==> config.mk <==
export PLATFORM = sky130hd
export DESIGN_NAME = branch_predictor
export DESIGN_NICKNAME = d
export VERILOG_FILES = /design/src/rtl/branch_predictor.sv
export SDC_FILE = /design/constraint.sdc
export NUM_CORES = 2
export LEC_CHECK = 0
export BUFFER_PORTS_ARGS = -buffer_cell sky130_fd_sc_hd__buf_2
export CORE_AREA = 4 4 384 235
export DETAILED_ROUTE_END_ITERATION = 8
export DIE_AREA = 0 0 388 239
export PLACE_DENSITY = 0.85
export SYNTH_ARGS = -nofsm -noshare
export SYNTH_HDL_FRONTEND = slang
export SYNTH_SLANG_ARGS = --single-unit
==> constraint.sdc <==
create_clock -name i_clk -period 6.82 [get_ports i_clk]
set_input_delay 1.705 -clock i_clk [delete_from_list [all_inputs] [get_ports i_clk]]
set_output_delay 1.705 -clock i_clk [all_outputs]
set_load 0.1 [all_outputs]
==> src/rtl/branch_predictor.sv <==
// Fetch-side direction/target predictor: 2-bit counters plus direct-mapped target buffer.
// Latency: lookup is combinational; training and mispredict/redirect are registered (1 cycle).
// Backpressure: none; one resolved branch accepted every cycle, lookup always answers.
module branch_predictor #(
    parameter int ENTRIES = 16,
    parameter int IDX_W   = $clog2(ENTRIES),
    parameter int XLEN    = 32
) (
    input  logic            i_clk,
    input  logic            i_rst,
    input  logic [XLEN-1:0] i_pc,
    output logic            o_pred_taken,
    output logic [XLEN-1:0] o_pred_target,
    input  logic            i_up_valid,
    input  logic [XLEN-1:0] i_up_pc,
    input  logic            i_up_taken,
    input  logic [XLEN-1:0] i_up_target,
    input  logic            i_up_pred_taken,
    input  logic [XLEN-1:0] i_up_pred_target,
    output logic            o_mispredict,
    output logic [XLEN-1:0] o_redirect_pc,
    output logic [31:0]     o_miss_count
);

    localparam int TAG_W = XLEN - IDX_W - 2;

    // Table storage: valid and counter are reset, tag and target are not
    logic             valid_q [ENTRIES];
    logic [1:0]       ctr_q   [ENTRIES];
    logic [TAG_W-1:0] tag_q   [ENTRIES];
    logic [XLEN-1:0]  tgt_q   [ENTRIES];

    logic [IDX_W-1:0] look_idx;
    logic [TAG_W-1:0] look_tag;
    logic             look_hit;
    logic [XLEN-1:0]  look_seq;

    logic [IDX_W-1:0] up_idx;
    logic [TAG_W-1:0] up_tag;
    logic             up_hit;
    logic [XLEN-1:0]  up_seq;
    logic [XLEN-1:0]  actual_pc;
    logic [XLEN-1:0]  predicted_pc;
    logic             miss_now;

    logic             mispredict_q;
    logic [XLEN-1:0]  redirect_q;
    logic [31:0]      miss_cnt;

    assign look_idx = i_pc[IDX_W+1:2];
    assign look_tag = i_pc[XLEN-1:IDX_W+2];
    assign look_seq = i_pc + XLEN'(4);

    assign up_idx   = i_up_pc[IDX_W+1:2];
    assign up_tag   = i_up_pc[XLEN-1:IDX_W+2];
    assign up_seq   = i_up_pc + XLEN'(4);

    // Fetch lookup reads registered state, so a same-cycle update is not yet visible
    always_comb begin
        look_hit      = valid_q[look_idx] && (tag_q[look_idx] == look_tag);
        o_pred_taken  = look_hit && ctr_q[look_idx][1];
        o_pred_target = o_pred_taken ? tgt_q[look_idx] : look_seq;
    end

    // Resolved-branch hit test and correct-vs-predicted next PC comparison
    always_comb begin
        up_hit       = valid_q[up_idx] && (tag_q[up_idx] == up_tag);
        actual_pc    = i_up_taken ? i_up_target : up_seq;
        predicted_pc = i_up_pred_taken ? i_up_pred_target : up_seq;
        miss_now     = i_up_valid && (actual_pc != predicted_pc);
    end

    // Valid bits and saturating counters; only taken branches allocate
    always_ff @(posedge i_clk) begin
        if (i_rst) begin
            for (int i = 0; i < ENTRIES; i++) begin
                valid_q[i] <= 1'b0;
                ctr_q[i]   <= 2'b01;
            end
        end else if (i_up_valid) begin
            if (i_up_taken) begin
                if (up_hit) begin
                    if (ctr_q[up_idx] != 2'b11) begin
                        ctr_q[up_idx] <= ctr_q[up_idx] + 2'd1;
                    end
                end else begin
                    valid_q[up_idx] <= 1'b1;
                    ctr_q[up_idx]   <= 2'b10;
                end
            end else if (up_hit && (ctr_q[up_idx] != 2'b00)) begin
                ctr_q[up_idx] <= ctr_q[up_idx] - 2'd1;
            end
        end
    end

    // Tag and target payload; every taken resolution refreshes the target
    always_ff @(posedge i_clk) begin
        if (!i_rst && i_up_valid && i_up_taken) begin
            tgt_q[up_idx] <= i_up_target;
            if (!up_hit) begin
                tag_q[up_idx] <= up_tag;
            end
        end
    end

    // Registered mispredict pulse, sticky redirect PC and saturating miss counter
    always_ff @(posedge i_clk) begin
        if (i_rst) begin
            mispredict_q <= 1'b0;
            redirect_q   <= '0;
            miss_cnt     <= '0;
        end else begin
            mispredict_q <= miss_now;
            if (miss_now) begin
                redirect_q <= actual_pc;
                if (miss_cnt != 32'hFFFF_FFFF) begin
                    miss_cnt <= miss_cnt + 32'd1;
                end
            end
        end
    end

    assign o_mispredict  = mispredict_q;
    assign o_redirect_pc = redirect_q;
    assign o_miss_count  = miss_cnt;

endmodule

; After elaboration in Yosys (flattened, before gate mapping)
; Memory sizes are Yosys's and may differ from the RTL's.
; Index checks and enable logic that the tools add are counted.
[totals]
register_bits = 65
output_inout_bits = 98
ramBits = 976
wordCells = 64
n_memories = 4
[memory_table]
columns = memory, words, word_bits, read_ports, rd_clocked_by_memory_dff, write_ports, line_no
row1 = tgt_q, 16, 32, 1, 0, 1, 31  ; logic [XLEN-1:0] tgt_q [ENTRIES];
row2 = tag_q, 16, 26, 2, 0, 1, 30  ; logic [TAG_W-1:0] tag_q [ENTRIES];
row3 = ctr_q, 16, 2, 2, 0, 16, 29  ; logic [1:0] ctr_q [ENTRIES];
row4 = valid_q, 16, 1, 2, 0, 16, 28  ; logic valid_q [ENTRIES];
[op_classes]
eq_ne = 5
n_bitwise = 2
n_reduce_logical = 12
n_mux = 33
add_sub_neg = 5
[op_table]
columns = op, n
row1 = $mux 32, 3
row2 = $add 32x3->32 const B, 2
row3 = $eq 26x26->1, 2
row4 = $add 32x1->32 const B, 1
row5 = $ne 32x32->1, 1
row6 = $ne 32x32->1 const B, 1
row7 = $mux 1, 25
row8 = $mux 4, 2
row9 = $logic_and 1x1->1, 7
row10 = $mux 2, 3
row11 = $add 2x1->2 const B, 1
row12 = $ne 2x2->1 const B, 1
row13 = $or 1x1->1, 2
row14 = $reduce_and 2->1, 1
row15 = $reduce_bool 2->1, 1
row16 = $reduce_or 2->1, 1
row17 = $sub 2x1->2 const B, 1
row18 = $logic_not 1->1, 1
row19 = $reduce_or 1->1, 1

; Longest topological paths before layout
; An unclocked memory read counts as a cell.
[depth]
word_depth = 12
ltp_mapped = 18
mapped_depth_nobuf = 11

; Least setup slack after synthesis
; No wires, ideal clock.
[synth_path]
path_type = input port to output port
from = in i_pc[2]
to = out o_pred_target[26]
t_arrival_ns = 6.771
path_slack_ns = -1.656
required_time_ns = 5.115
n_path_buf = 4
cell_stages = 11
cell_sequence = buf_4 buf_2 buf_1 mux4_2 mux4_2 xnor2_1 nand4_1 nor4_2 clkbuf_1 nand2_1 o21ai_0
[synth_between]
elab_chain_cells = 5
word_cells_on_any_way = 9
[synth_rtl]
columns = element, line_no
row1 = start: declaration, 11  ; input logic [XLEN-1:0] i_pc,
row2 = $mem_v2 16x26, n/a
row3 = $eq 26x26->1, 60  ; look_hit = valid_q[look_idx] && (tag_q[look_idx] == look_tag);
row4 = $logic_and 1x1->1, 60
row5 = $logic_and 1x1->1 (*), 61  ; o_pred_taken = look_hit && ctr_q[look_idx][1];
row6 = via o_pred_taken, 12  ; output logic o_pred_taken,
row7 = $mux 32 (*), 62  ; o_pred_target = o_pred_taken ? tgt_q[look_idx] : look_seq;
row8 = end: declaration, 13  ; output logic [XLEN-1:0] o_pred_target,
; Mark *: on every way through the listed nets, which the timed path passes. The rest lies on a longest branch.

; Worst setup path in the final report
[layout_path]
from = in i_pc[2]
to = out o_pred_target[28]
[layout_between]
elab_chain_cells = 5
word_cells_on_any_way = 9
[layout_rtl]
columns = element, line_no
row1 = $mem_v2 16x26, n/a
row2 = $eq 26x26->1, 60
row3 = $logic_and 1x1->1, 60
row4 = $logic_and 1x1->1, 61
row5 = $mux 32 (*), 62
; Mark *: on every way between the ends. The rest lies on a longest branch, timed or not.

==> impl_metrics.tcl <==
set metrics [dict create \
    numCtsBuffers 89 \
    seq_power_share_pct 50.0 \
    htreeDepth 3 \
    drt_iter0_drc 6271 \
    fin_crit_ns 7.17 \
    dr.max_layer_used "met5" \
    stdcell_count 4345 \
    start_util_pct 55.5 \
    p_sw_w 0.00367 \
    powerDensity_nw_per_um2 251 \
    final_common_cell "edfxtp_1" \
    hold_ws_ns 0.491 \
    yosys.cell_types.count 87 \
    fin_util_pct 65.0 \
    antenna_found_initial 35 \
    synth_mux_area_share_pct 21.5 \
    critical_path_class "in -> out" \
    grt_pass1_vias 32200 \
    area_delta_synth_final_pct 17.0 \
    p_leak_nw 18.5 \
    io_buffers 230 \
    hold_class "reg -> reg" \
    slew_violations 0 \
    pre_cts_ws_ns -0.398 \
    min_from "o_redirect_pc[17]$_SDFFE_PP0P_" \
    insertion_delay_ns 0.75 \
    yosys_warnings 0 \
    finalWorstSetupSlack_ns -0.351 \
    final_nets 3232 \
    cts_sinks 1041 \
    async_flop_share_pct 0 \
    regArea_um2 30400 \
    ir_drop_uv 262 \
    wire_per_inst_um 40.0 \
    ys_ff_latch 1041 \
    fin_crit_sh_pct 105 \
    drc_errors 0 \
    grt_pass1_wl_um 239000 \
    critPathRequiredTime_ns 5.12 \
    core_area_um2 86700 \
    drt-total-wl_um 174000 \
    rrSetupSlack_ns 1.90 \
    rsz0062_at_grt "yes" \
    die_height_um 239 \
    syn_inst 2757 \
    final.setup_skew_ns 0.0673 \
    r2r_cells 10 \
    fillers 5404 \
    relSlewSlack_pct 12.0 \
    synth_top_family_by_area "multiplexers" \
    cts_tree "built" \
    die_w_um 388 \
    cap_violations 0 \
    synthAdderAreaFrac_pct 0.208 \
    hold_viol 0 \
    power_frac_clock_pct 38.4 \
    synth_edf_count 960 \
    tightest_slew_ns 1.32 \
    synth_ff_type "edfxtp_1" \
    synth_compound_area_share_pct 3.33 \
    wirelength_met1_um 54200 \
    overflow 0 \
    hold_path_end "o_redirect_pc[17]$_SDFFE_PP0P_" \
    syn_area_per_cell_um2 17.5 \
    row_count 84 \
    combPwrFrac_pct 11.7 \
    vias_per_cell 7.55 \
    hold_buffers 0 \
    setup_viol 33 \
    grt_max_degree 70 \
    vias 32800 \
    ant_nets 0 \
    internal-power_w 0.0105 \
    dp_hpwl_um 102000 \
    cts_root_buf "clkbuf_16" \
    die_area_um2 92700 \
    cp_max_fo 8 \
    synth-xor-area-share_pct 3.85 \
    hold-path-cell-count 2 \
    fin_tns_setup_ns -8.12 \
    worstSetupStartpointType "input port" \
    max_freq_ghz 0.139 \
    max-clock-path-buffers 3 \
    drt_pre_antenna_iters 9 \
    status "finished, violations left" \
    grt_util_all_layers_pct 36.5 \
    met2_length_um 76200 \
    cp.arrival_ns 5.47 \
    drive_gt1_share_pct 36.5 \
    switching_share_pct 26.0 \
    synth_fp_nets 2898 \
    dp_cells 4133 \
    worst_r2r_endpoint "ctr_q[3][1]$_SDFFCE_PN0P_" \
    io_pins 231 \
    violations "setup timing" \
    multiInputGateArea_um2 17500 \
    r2r-start "tag_q[8][21]$_DFFE_PP_" \
    route.met3.wl_um 31000 \
    gp_congestion 0.978 \
    yosysSeqAreaShare_pct 63.3 \
    endpoint_kind "primary output" \
    clk_pin_slew_ns 0.07 \
    synthSimpleGateAreaFrac_pct 5.79 \
    syn_area_um2 48100 \
    final_cell_mix "edfxtp_1, mux4_2, buf_2" \
]
[metal layers]
layer | up-vias | track usage, %
li1 | 11900 | -
met1 | 16200 | 45.8
met2 | 3789 | 53.4
met3 | 875 | 17.6
met4 | 30 | 18.6
met5 | - | 0
[flip-flops by register name, summed over array words and instances (netlist names)]
name           cells
tgt_q            512
ctr_q             32
o_miss_count      32
o_redirect_pc     32
o_mispredict       1
tag_q            416
valid_q           16
[Yosys cell counts, types with 7 or more instances]
| master | n | area, µm² |
|---|---|---|
| a211oi_1 | 12 | 90.1 |
| a21oi_1 | 26 | 130 |
| a311oi_1 | 7 | 61.3 |
| a31o_2 | 10 | 87.6 |
| a31oi_1 | 11 | 68.8 |
| and3_1 | 29 | 181 |
| and4_1 | 10 | 87.6 |
| buf_1 | 30 | 113 |
| buf_2 | 43 | 215 |
| buf_6 | 7 | 78.8 |
| clkbuf_1 | 101 | 379 |
| dfxtp_1 | 81 | 1620 |
| edfxtp_1 | 960 | 28800 |
| ha_1 | 8 | 100 |
| inv_1 | 40 | 150 |
| mux2_2 | 25 | 282 |
| mux2i_1 | 53 | 531 |
| mux4_2 | 422 | 9500 |
| nand2_1 | 130 | 488 |
| nand2b_1 | 20 | 125 |
| nand3_1 | 74 | 370 |
| nand4_1 | 51 | 319 |
| nor2_1 | 133 | 499 |
| nor2_4 | 10 | 113 |
| nor2b_1 | 20 | 125 |
| nor3_1 | 14 | 70.1 |
| nor4_1 | 13 | 81.3 |
| o211ai_1 | 11 | 82.6 |
| o21ai_0 | 76 | 380 |
| o21ai_1 | 7 | 35.0 |
| o21bai_1 | 16 | 120 |
| o22ai_1 | 19 | 119 |
| xnor2_1 | 111 | 972 |
| xnor3_1 | 11 | 248 |
| xor2_1 | 67 | 587 |
[how the worst max path moves through the flow]
stage | startpoint | endpoint | slack, ns | cells past startpoint
5_1_grt | i_pc[2] | o_pred_target[28] | -0.30 | 14
3_5_place_dp | i_pc[2] | o_pred_target[17] | -0.40 | 14
3_3_place_gp | i_pc[2] | o_pred_target[1] | -0.29 | 12
6_report | i_pc[2] | o_pred_target[28] | -0.35 | 14
2_1_floorplan | i_pc[3] | o_pred_target[0] | 0.03 | 13
4_1_cts | i_pc[2] | o_pred_target[21] | 0.0005 | 16
[repair_timing]
| item | 4_1_cts | 5_1_grt |
|---|---|---|
| cloned | 5 | 1 |
| buffers inserted | 14 | 10 |
| endpoints found under the setup margin | 33 | 32 |
| pin swaps | 10 | 11 |
| resized for setup | 54 | 43 |
[power groups by stage]
| stage | sequential, W | combinational, W | clock (W) |
|---|---|---|---|
| 2_1_floorplan | 0.00728 | 0.000820 | 0 |
| 3_3_place_gp | 0.00719 | 0.00145 | 0 |
| 3_5_place_dp | 0.00720 | 0.00150 | 0 |
| 4_1_cts | 0.00706 | 0.00156 | 0.00535 |
| 5_1_grt | 0.00706 | 0.00168 | 0.00568 |
| 6_report | 0.00706 | 0.00165 | 0.00542 |
[area by class of cell]
type	count	area share [%]
Antenna cell	20	0.0889
Clock buffer	106	4.14
Clock inverter	58	1.17
Inverter	42	0.280
Multi-Input combinational cell	1485	31.0
Sequential cell	1041	54.1
Tap cell	1161	2.58
Timing Repair Buffer	432	6.68
[critical path, cell delays in order]
cell and delay [ns]:
buf_16 0.15, buf_12 0.16, mux4_2 0.57, mux4_2 0.53, xnor2_2 0.30, nand4_1 0.19
or4_4 0.59, nor4_4 0.35, buf_12 0.20, buf_8 0.15, buf_16 0.14, nand2_2 0.09
o21ai_4 0.11, buf_12 0.20
[cell families (layout without fill, tap and decap cells)]
| kind of cell | Yosys count | after routing |
|---|---|---|
| flops | 1041 | 1041 |
| simple gates | 544 | 544 |
| mux | 501 | 501 |
| compound gates | 241 | 241 |
| buf+inv | 231 | 638 |
| xor+xnor | 191 | 191 |
| fa+ha+maj | 8 | 8 |
| other cells | 0 | 20 |
[through the flow]
step                instance area (µm²)  total power (W)
floorplan                         48500          0.00811
detailed placement                52500          0.00870
CTS                               56000           0.0140
finish                            56300           0.0141
global route                      56300           0.0144
global placement                  52500          0.00864
Note: power is estimated with default switching activity, not from simulation.
